$ cat config.mk
export PLATFORM = sky130hd
export DESIGN_NAME = rom_fifo_fill_ctrl
export DESIGN_NICKNAME = d
export VERILOG_FILES = /design/src/rtl/display_pkg.sv /design/src/rtl/pix_skid_fifo.sv /design/src/rtl/rom_fifo_fill_ctrl.sv
export SDC_FILE = /design/constraint.sdc
export NUM_CORES = 1
export LEC_CHECK = 0
export BUFFER_PORTS_ARGS = -buffer_cell sky130_fd_sc_hd__buf_2
export CORE_ASPECT_RATIO = 1.1
export CORE_MARGIN = 4
export CORE_UTILIZATION = 40
export DETAILED_ROUTE_END_ITERATION = 10
export HOLD_SLACK_MARGIN = 0.03
export SLEW_MARGIN = 20
export SYNTH_ARGS = -nofsm -noshare
export SYNTH_HDL_FRONTEND = slang
export SYNTH_SLANG_ARGS = --single-unit
export TNS_END_PERCENT = 100
$ cat constraint.sdc
create_clock -name clk -period 2.6 [get_ports clk]
set_clock_uncertainty 0.15 [all_clocks]
set_input_delay 0.26 -clock clk [delete_from_list [all_inputs] [get_ports clk]]
set_output_delay 0.26 -clock clk [all_outputs]
set_load 0.05 [all_outputs]
$ cat src/rtl/display_pkg.sv
// Shared display constants and the frame-fill FSM encoding.
// Used by the ROM-to-FIFO fill sequencer; the VGA side reuses FRAME_PIX.
package display_pkg;

  localparam int unsigned DATA_W     = 24;     // {R,G,B}, 8 bits each
  localparam int unsigned ADDR_W     = 17;     // display ROM address width
  localparam int unsigned FRAME_PIX  = 76800;  // 320x240 pixels per frame
  localparam int unsigned ROM_LAT    = 2;      // rom_en to valid rom_data, cycles
  localparam int unsigned SKID_DEPTH = 4;      // skid entries, >= ROM_LAT+1

  typedef enum logic [1:0] {
    ST_IDLE      = 2'd0,
    ST_FILL      = 2'd1,
    ST_DRAIN     = 2'd2,
    ST_WAIT_DONE = 2'd3
  } fill_state_e;

  // Sequencer is actively moving a frame.
  function automatic logic state_is_busy(fill_state_e s);
    return (s == ST_FILL) || (s == ST_DRAIN);
  endfunction

endpackage

$ cat src/rtl/pix_skid_fifo.sv
// Small first-word-fall-through register FIFO that catches ROM read data.
// Ports:
//   clk, rst_n  clock, async active-low reset
//   push_i      write data_i this cycle
//   data_i      pixel from the ROM
//   pop_i       consume the head entry this cycle (ignored when empty)
//   data_o      head entry, valid whenever count_o != 0
//   count_o     number of stored entries
module pix_skid_fifo #(
  parameter  int unsigned DATA_W     = 24,
  parameter  int unsigned SKID_DEPTH = 4,
  localparam int unsigned CNT_W      = $clog2(SKID_DEPTH + 1)
) (
  input  logic              clk,
  input  logic              rst_n,
  input  logic              push_i,
  input  logic [DATA_W-1:0] data_i,
  input  logic              pop_i,
  output logic [DATA_W-1:0] data_o,
  output logic [CNT_W-1:0]  count_o
);

  localparam int unsigned PTR_W = (SKID_DEPTH > 1) ? $clog2(SKID_DEPTH) : 1;

  logic [DATA_W-1:0] mem_q [SKID_DEPTH];
  logic [PTR_W-1:0]  wr_ptr_q, wr_ptr_d;
  logic [PTR_W-1:0]  rd_ptr_q, rd_ptr_d;
  logic [CNT_W-1:0]  cnt_q, cnt_d;
  logic              do_push, do_pop;

  function automatic logic [PTR_W-1:0] ptr_inc(logic [PTR_W-1:0] p);
    return (p == PTR_W'(SKID_DEPTH - 1)) ? '0 : p + PTR_W'(1);
  endfunction

  // Pointer/count update; a simultaneous push and pop keeps the count.
  always_comb begin
    do_pop   = pop_i && (cnt_q != '0);
    do_push  = push_i && ((cnt_q != CNT_W'(SKID_DEPTH)) || do_pop);
    wr_ptr_d = do_push ? ptr_inc(wr_ptr_q) : wr_ptr_q;
    rd_ptr_d = do_pop ? ptr_inc(rd_ptr_q) : rd_ptr_q;
    cnt_d    = cnt_q;
    if (do_push && !do_pop) begin
      cnt_d = cnt_q + CNT_W'(1);
    end else if (do_pop && !do_push) begin
      cnt_d = cnt_q - CNT_W'(1);
    end
  end

  always_ff @(posedge clk or negedge rst_n) begin
    if (!rst_n) begin
      wr_ptr_q <= '0;
      rd_ptr_q <= '0;
      cnt_q    <= '0;
      for (int i = 0; i < int'(SKID_DEPTH); i++) begin
        mem_q[i] <= '0;
      end
    end else begin
      wr_ptr_q <= wr_ptr_d;
      rd_ptr_q <= rd_ptr_d;
      cnt_q    <= cnt_d;
      if (do_push) begin
        mem_q[wr_ptr_q] <= data_i;
      end
    end
  end

  // Head is read straight from storage, so a fresh push is visible next cycle.
  assign data_o  = mem_q[rd_ptr_q];
  assign count_o = cnt_q;

  // The upstream credit scheme must never push into a full buffer.
  assert property (@(posedge clk) disable iff (!rst_n)
                   !(push_i && !pop_i && (cnt_q == CNT_W'(SKID_DEPTH))));

endmodule

$ cat src/rtl/rom_fifo_fill_ctrl.sv
// Streams one frame of pixels from the synchronous display ROM into the write
// side of the pixel FIFO, restarting at address 0 after the VGA side's done.
// Ports:
//   clk, rst     clock, async active-low reset
//   enable       allow ROM fetches (0 pauses issue, position kept)
//   done         1-cycle pulse: VGA side consumed the frame
//   fifo_full    pixel FIFO full flag
//   rom_data     ROM read data, ROM_LAT cycles after rom_en
//   rom_en       ROM read strobe
//   rom_addr     ROM read address
//   fifo_din     FIFO write data (skid head)
//   fifo_wr_en   FIFO write enable
//   busy         sequencer in FILL or DRAIN
//   sync_err     sticky: done arrived before the frame was fully written
module rom_fifo_fill_ctrl #(
  parameter int unsigned DATA_W     = display_pkg::DATA_W,
  parameter int unsigned ADDR_W     = display_pkg::ADDR_W,
  parameter int unsigned FRAME_PIX  = display_pkg::FRAME_PIX,
  parameter int unsigned ROM_LAT    = display_pkg::ROM_LAT,
  parameter int unsigned SKID_DEPTH = display_pkg::SKID_DEPTH
) (
  input  logic              clk,
  input  logic              rst,
  input  logic              enable,
  input  logic              done,
  input  logic              fifo_full,
  input  logic [DATA_W-1:0] rom_data,
  output logic              rom_en,
  output logic [ADDR_W-1:0] rom_addr,
  output logic [DATA_W-1:0] fifo_din,
  output logic              fifo_wr_en,
  output logic              busy,
  output logic              sync_err
);

  import display_pkg::*;

  localparam int unsigned CNT_W = $clog2(SKID_DEPTH + 1);
  localparam int unsigned SUM_W = CNT_W + 1;
  localparam logic [ADDR_W-1:0] ADDR_LAST = ADDR_W'(FRAME_PIX - 1);

  if (SKID_DEPTH < ROM_LAT + 1) begin : g_bad_skid_depth
    $error("SKID_DEPTH must be at least ROM_LAT+1");
  end
  if ((ROM_LAT < 1) || (ROM_LAT > 3)) begin : g_bad_rom_lat
    $error("ROM_LAT must be in 1..3");
  end

  fill_state_e        state_q, state_d;
  logic [ADDR_W-1:0]  rom_addr_q, rom_addr_d;
  logic [ROM_LAT-1:0] infl_q, infl_d;
  logic               sync_err_q, sync_err_d;

  logic               issue_c;
  logic               credit_ok_c;
  logic [CNT_W-1:0]   infl_cnt_c;
  logic [CNT_W-1:0]   skid_cnt;
  logic [DATA_W-1:0]  skid_head;

  // Reads in flight plus stored pixels must leave room for one more landing.
  always_comb begin
    infl_cnt_c = '0;
    for (int i = 0; i < int'(ROM_LAT); i++) begin
      infl_cnt_c = infl_cnt_c + CNT_W'(infl_q[i]);
    end
    credit_ok_c = (SUM_W'(infl_cnt_c) + SUM_W'(skid_cnt)) < SUM_W'(SKID_DEPTH);
  end

  // Next-state, address and issue decode.
  always_comb begin
    state_d    = state_q;
    rom_addr_d = rom_addr_q;
    sync_err_d = sync_err_q;
    issue_c    = 1'b0;
    unique case (state_q)
      ST_IDLE: begin
        if (enable) begin
          state_d    = ST_FILL;
          rom_addr_d = '0;
        end
      end
      ST_FILL: begin
        issue_c = enable && credit_ok_c;
        if (done) begin
          sync_err_d = 1'b1;
        end
        if (issue_c) begin
          if (rom_addr_q == ADDR_LAST) begin
            rom_addr_d = '0;
            state_d    = ST_DRAIN;
          end else begin
            rom_addr_d = rom_addr_q + ADDR_W'(1);
          end
        end
      end
      ST_DRAIN: begin
        if (done) begin
          sync_err_d = 1'b1;
        end
        if ((infl_cnt_c == '0) && (skid_cnt == '0)) begin
          state_d = ST_WAIT_DONE;
        end
      end
      ST_WAIT_DONE: begin
        if (done) begin
          state_d = enable ? ST_FILL : ST_IDLE;
        end
      end
      default: state_d = ST_IDLE;
    endcase
  end

  // In-flight tracker mirrors the ROM pipeline; its last stage marks valid rom_data.
  always_comb begin
    infl_d    = infl_q;
    infl_d[0] = issue_c;
    for (int i = 1; i < int'(ROM_LAT); i++) begin
      infl_d[i] = infl_q[i-1];
    end
  end

  always_ff @(posedge clk or negedge rst) begin
    if (!rst) begin
      state_q    <= ST_IDLE;
      rom_addr_q <= '0;
      infl_q     <= '0;
      sync_err_q <= 1'b0;
    end else begin
      state_q    <= state_d;
      rom_addr_q <= rom_addr_d;
      infl_q     <= infl_d;
      sync_err_q <= sync_err_d;
    end
  end

  pix_skid_fifo #(
    .DATA_W     (DATA_W),
    .SKID_DEPTH (SKID_DEPTH)
  ) u_skid (
    .clk     (clk),
    .rst_n   (rst),
    .push_i  (infl_q[ROM_LAT-1]),
    .data_i  (rom_data),
    .pop_i   (fifo_wr_en),
    .data_o  (skid_head),
    .count_o (skid_cnt)
  );

  assign rom_en     = issue_c;
  assign rom_addr   = rom_addr_q;
  assign fifo_wr_en = (skid_cnt != '0) && !fifo_full;
  assign fifo_din   = skid_head;
  assign busy       = state_is_busy(state_q);
  assign sync_err   = sync_err_q;

endmodule

# Word level (Yosys, flattened, before mapping)
# Cells that the tools add are included.
# word_totals
register_bits,125
inputBits,29
out_inout_bits,45
wordCells,81
# op_classes
addsub,7
order_cmp,4
eq_ne,12
n_mux,22
bitwise_logic,2
n_reduce_logical,23
# ops
operator,n
96-bit bitwise mux,1
24-bit 2-to-1 mux,3
17-bit 2-to-1 mux,3
24-bit binary-select mux with 2-bit select,1
24-bit demux with 2-bit select,1
17-bit one-hot mux with 2 select lines,1
17-bit by 1-bit adder with 17-bit output (second input constant),1
17-bit == test (second input constant),1
2-bit 2-to-1 mux,7
2-bit != test (second input constant),5
2-bit == test (second input constant),4
1-bit logical AND,8
2-bit one-hot mux with 4 select lines,1
3-bit >= comparator (second input constant),2
3-bit logical NOT,2
3-bit 2-to-1 mux,2
2-bit NOT with 3-bit output,2
5-bit AND reduction,1
2-bit by 1-bit adder with 2-bit output (second input constant),2
2-bit by 3-bit adder with 4-bit output,1
4-bit by 3-bit less-than comparator with 1-bit output (second input constant),1
2-bit nonzero test,2
3-bit by 1-bit adder with 3-bit output (second input constant),1
1-bit logical NOT,3
12 further kinds,14

# Longest topological paths before layout
# depth
depth_word,9
mapped_depth,9
ltp_nobuf,9

# Hierarchy
# Synthesis repeated with hierarchy kept, for this count alone.
# hier_totals
hier_cells,410
hier_area_um2,5964.5
# by_module_without_submodules
module,instances,cells_per_inst,area_per_inst_um2
pix_skid_fifo,1,269,4594.4
rom_fifo_fill_ctrl,1,141,1370.1

# Least setup slack after synthesis
# Ideal clock, no wire load.
# synth_timing
kind,reg-to-reg
from,"register rom_addr_q[0], in the netlist rom_addr[0]"
to,register state_q[1]
t_arrival_ns,2.321
path_slack_ns,0.001
path_stages_with_launch,7
period_less_slack_ns,2.599
cell_sequence,dfrtp_1 -> ha_1 -> nand3_2 -> or4_4 -> o21a_4 -> nor2_2 -> mux2_1
# synth_between
elab_chain_len,3
# synth_lines
element,line_no,rtl
"start, declared",rom_fifo_fill_ctrl.sv:50,"logic [ADDR_W-1:0] rom_addr_q, rom_addr_d;"
"start signal, assigned",rom_fifo_fill_ctrl.sv:130,rom_addr_q <= rom_addr_d;
17-bit == test,rom_fifo_fill_ctrl.sv:88,if (rom_addr_q == ADDR_LAST) begin
2-bit != test (no line),n/a,
5-bit AND reduction (no line),n/a,
"end signal, assigned",rom_fifo_fill_ctrl.sv:129,state_q <= state_d;
"end, declared",rom_fifo_fill_ctrl.sv:49,"fill_state_e state_q, state_d;"
# Every way passes these cells.
# A chain may end at the register's enable or synchronous reset.

# Worst setup path after layout
# layout_timing
from,register infl_q[0]
to,output rom_en
# layout_between
elab_chain_len,5
# layout_lines
element,line_no,rtl
"start, declared",rom_fifo_fill_ctrl.sv:51,"logic [ROM_LAT-1:0] infl_q, infl_d;"
"start signal, assigned",rom_fifo_fill_ctrl.sv:131,infl_q <= infl_d;
1-bit by 1-bit adder with 2-bit output,rom_fifo_fill_ctrl.sv:64,infl_cnt_c = infl_cnt_c + CNT_W'(infl_q[i]);
2-bit by 3-bit adder with 4-bit output,rom_fifo_fill_ctrl.sv:66,credit_ok_c = (SUM_W'(infl_cnt_c) + SUM_W'(skid_cnt)) < SUM_W'(SKID_DEPTH);
4-bit by 3-bit less-than comparator with 1-bit output,rom_fifo_fill_ctrl.sv:66,
1-bit logical AND,rom_fifo_fill_ctrl.sv:83,issue_c = enable && credit_ok_c;
1-bit 2-to-1 mux,rom_fifo_fill_ctrl.sv:75,unique case (state_q)
"end, declared",rom_fifo_fill_ctrl.sv:28,"output logic rom_en,"
# Every way passes these cells.

==> results by stage <==
Logic synthesis:
- Summing the sequential cell areas from Yosys gives ~54% of the chip area.
- Synthesis produced 412 cells.
- The synthesized area is slightly below 6000 um^2.
- The number of warning messages in the yosys log is 0.
- The share of the synthesized area in the top cell type is about 54%.
- By area the synthesized netlist is led by sky130_fd_sc_hd__dfrtp_1 (54%), sky130_fd_sc_hd__mux2_2 (19%), sky130_fd_sc_hd__mux4_2 (9.3%), sky130_fd_sc_hd__ha_1 (3.2%), sky130_fd_sc_hd__nand2_1 (1.5%).
- Counting flops with a built-in enable in the synthesized netlist gives 0.
- After synthesis, the share of flip-flops with an asynchronous set or reset is 100.0%.
- After synthesis the netlist holds a flip-flop and latch count of about 130.
- The number of different library cells in the post-synthesis netlist is just under 50.
- In this run the mean area of a mapped cell was 14.17 um^2.
- After synthesis, the most frequently instantiated cells are sky130_fd_sc_hd__dfrtp_1 (125), sky130_fd_sc_hd__mux2_2 (99), sky130_fd_sc_hd__mux4_2 (24).
- The post-synth net total is 457.
- The biggest area contributor in the post-synthesis netlist is sky130_fd_sc_hd__dfrtp_1.
- For this run, the leading register cell type out of synthesis is sky130_fd_sc_hd__dfrtp_1.
- The dominant cell by count in the synthesized netlist is sky130_fd_sc_hd__dfrtp_1.

Drt:
- Summed over all layers, the routed wires come to 12220 um.
- For this block, the initial DRC count from the detailed router was about 180.
- In the final routed layout, each cell accounts on average for 16.65 um.
- For this run, the detailed router's first-pass iteration total came to 4.
- The number of remaining DRC errors is 0.
- The total number of vias is between 3000 and 4000.
- The number of antenna-violating nets in the routed design is 0.
- The per-cell via count in the routed design is 5.158.

Worst setup path:
- The worst setup path is captured at an output port.
- The number of stages on the worst setup path is 6.
- The critical path goes through ha_1 -> ha_1 -> nor3b_1 -> nand3_1 -> inv_1 -> buf_2.
- On the critical path, the stage with the largest delay is an instance of sky130_fd_sc_hd__dfrtp_1.
- The cell family contributing the most delay on the critical path is simple AND/OR/NAND/NOR gates.
- Together, buffers and inverters on the worst path number 2.
- The critical setup path kind is flop to output port.
- STA puts the critical path data required time at 2.19 ns.
- The peak per-stage delay on the critical path is 0.40 ns.
- The arrival time reported for the critical path endpoint is 2.04 ns.
- Among the stages of the critical path, the cell type that occurs most often is sky130_fd_sc_hd__ha_1.
- In this run the worst path has a maximum fanout of 4.
- The worst setup path is launched from a flop.
- The length in cells of the worst reg-to-reg path is 6.

Pwr:
- The overall power consumption is between 9 and 10 mW.
- Dividing total power by cell area gives a power density of 1302 nW/um^2.
- The standby leakage power is 3.526 nW.
- The highest ir drop seen on vdd is 621.6 uV.

Floorplanning:
- The die covers 16590 um^2.
- The die height is 134.7 um.
- The row count is between 40 and 50.
- The initial standard-cell utilization of the core is roughly two fifths.
- The core region is roughly 14000 um^2.
- The floorplan die width is 123.2 um.
- Pin placement for this block handled 74 I/O pins.

STA:
- At the pin with the least slew margin, the transition time is 0.5748 ns.
- Setup repair after global routing left no endpoint under its margin.
- For the final routed database, the setup TNS stands at 0 ns.
- The number of max-slew violations in the final report was 0.
- The worst setup slack after layout is 0.1508 ns.
- The maximum frequency from static timing analysis is 0.4083 GHz.
- Measured against its own limit, the worst slew margin works out to 61.68%.
- The final critical-path required period is about 2.4 ns.
- The final number of hold-violating endpoints is 0.
- The worst hold slack after final layout is 0.06819 ns.
- Setup violations remaining at the end of the flow were counted as 0.
- The share of the clock period used by the worst path is 94.20%.

Job:
- Max-cap violations in this run came to 0.

GRT:
- For this run, the total global-route usage over all layers was measured as 15.74%.
- The leftover overflow at the end of global routing is 0.
- The first global-routing pass estimated just over 20000 um of wire.
- The number of global-route vias before repair is 3963.
- The largest net degree at the start of global routing is 52.
- The number of antenna violations at the first check in global routing is 0.

Clocking:
- Buffers added to address setup during post-CTS repair amount to 0.
- The number of clock buffers inserted by TritonCTS is 17.
- The insertion delay to the later sink of the worst-skew pair is 0.41 ns.
- The deepest clock path buffer count is 2.
- Clock-pin slew was measured on the worst setup and hold paths at 0.05 ns.
- The root buffer cell chosen for the clock tree is sky130_fd_sc_hd__clkbuf_16.
- Buffers inserted to repair hold after CTS numbered 26.
- The total number of H-tree levels is 4.
- The number of clock sinks is 125.
- Gates resized during post-CTS repair numbered 0.
- TritonCTS built the clock tree.

Placed design:
- The HPWL after detailed placement is just over 8000 um.
- The count of input and output buffers is 73.
- The global placer's final weighted congestion is 0.8698.
- Prior to clock tree synthesis, the placed netlist has a worst setup slack of between 0.2 and 0.25 ns.

Outcome:
- The flow ran to the end, and the final reports show no timing, DRC or antenna violations.

Worst hold path:
- In this run the worst hold path is classified as primary input to flop.
- The worst hold path passes through 3 cells.

Final layout:
- The antenna cell count is 0.
- The number of nets in the finished design is ~580.
- The number of inserted filler cells in the final layout is 1253.
- Compared with the post-synthesis result, the final layout area differs by 27.27%.
- The share of cells above drive strength 1 is 47.23%.
cells by family (layout without fill, tap and decap cells):
kind of cell,Yosys count,in the layout,synth area share [%]
AOI/OAI and AO/OA,40,40,4.909
adders and majority gates,16,16,3.558
xor gates and xnor gates,3,3,0.4502
DFF,125,125,53.59
buffers and inverters,28,158,2.036
muxes,125,125,28.72
and+or+nand+nor,75,75,6.731
report_power, final:
| group | total (mW) | internal [mW] | switching [mW] |
|---|---|---|---|
| combinational | 3.99 | 1.63 | 2.37 |
| clock | 2.59 | 1.80 | 0.790 |
| sequential | 3.09 | 2.68 | 0.412 |
| total | 9.67 | 6.10 | 3.57 |
cell usage in the layout (no fill, tap or decap), drive strengths merged, types with 3 or more instances in the layout:
master | Yosys | layout
a31oi | 4 | 4
a21oi | 5 | 5
nor2 | 13 | 13
clkbuf | 5 | 25
ha | 15 | 15
bufinv | 0 | 5
inv | 12 | 12
or3 | 5 | 5
and3 | 3 | 3
a21o | 8 | 8
o31ai | 4 | 4
dfrtp | 125 | 125
o21ai | 11 | 11
nand3 | 12 | 12
dlygate4sd3 | 0 | 26
nand2 | 23 | 23
nor3 | 5 | 5
mux2 | 100 | 100
buf | 11 | 89
mux4 | 24 | 24
through the flow:
stage	utilization [%]	area [um^2]	std cells
floorplan	-	5837	412
CTS	51.63	7428	734
finish	51.63	7428	734
detailed placement	45.30	6518	677
global route	51.63	7428	734
global placement	45.30	6518	677
layout make-up:
class	instances	area (um^2)	area share, %
Tap cell	192	240.2	3.234
Inverter	12	45.04	0.6064
Sequential cell	125	3129	42.13
Clock buffer	25	495.5	6.670
Multi-Input combinational cell	259	2590	34.87
Clock inverter	6	155.1	2.089
Timing Repair Buffer	115	773.2	10.41
sequential cells by signal, indices dropped and copies added (netlist names):
name / flops
state_q: 2
u_skid.count_o: 3
sync_err: 1
infl_q: 2
u_skid.rd_ptr_q: 2
u_skid.mem_q: 96
u_skid.wr_ptr_q: 2
rom_addr: 17
per-layer routing:
| layer | up-vias | GRT usage [%] | part of all wire (%) |
|---|---|---|---|
| met3 | 21 | 4.189 | 4.7 |
| met2 | 87 | 25.42 | 50 |
| li1 | 1753 | - | - |
| met5 | - | 0 | 0 |
| met1 | 1925 | 19.95 | 44 |
| met4 | 0 | 6.708 | 2.1 |
path summary, 6_finish.rpt:
kind,slack [ns],endpoint,from
setup / recovery,0.15,rom_en,infl_q[0]
hold / removal,0.07,state_q[0],enable
setup reg to reg,0.24,state_q[1],rom_addr[0]
hold reg to reg,0.27,infl_q[1],infl_q[0]
max in group asynchronous,1.38,rom_addr[2],rst
min in group asynchronous,0.24,u_skid.mem_q[81],rst
worst min-delay path, stage by stage:
cell and delay (ns):
sky130_fd_sc_hd__buf_2 0.12, sky130_fd_sc_hd__a211oi_1 0.08, sky130_fd_sc_hd__a2bb2oi_1 0.12
No activity file was read; power rests on OpenSTA's default activity.
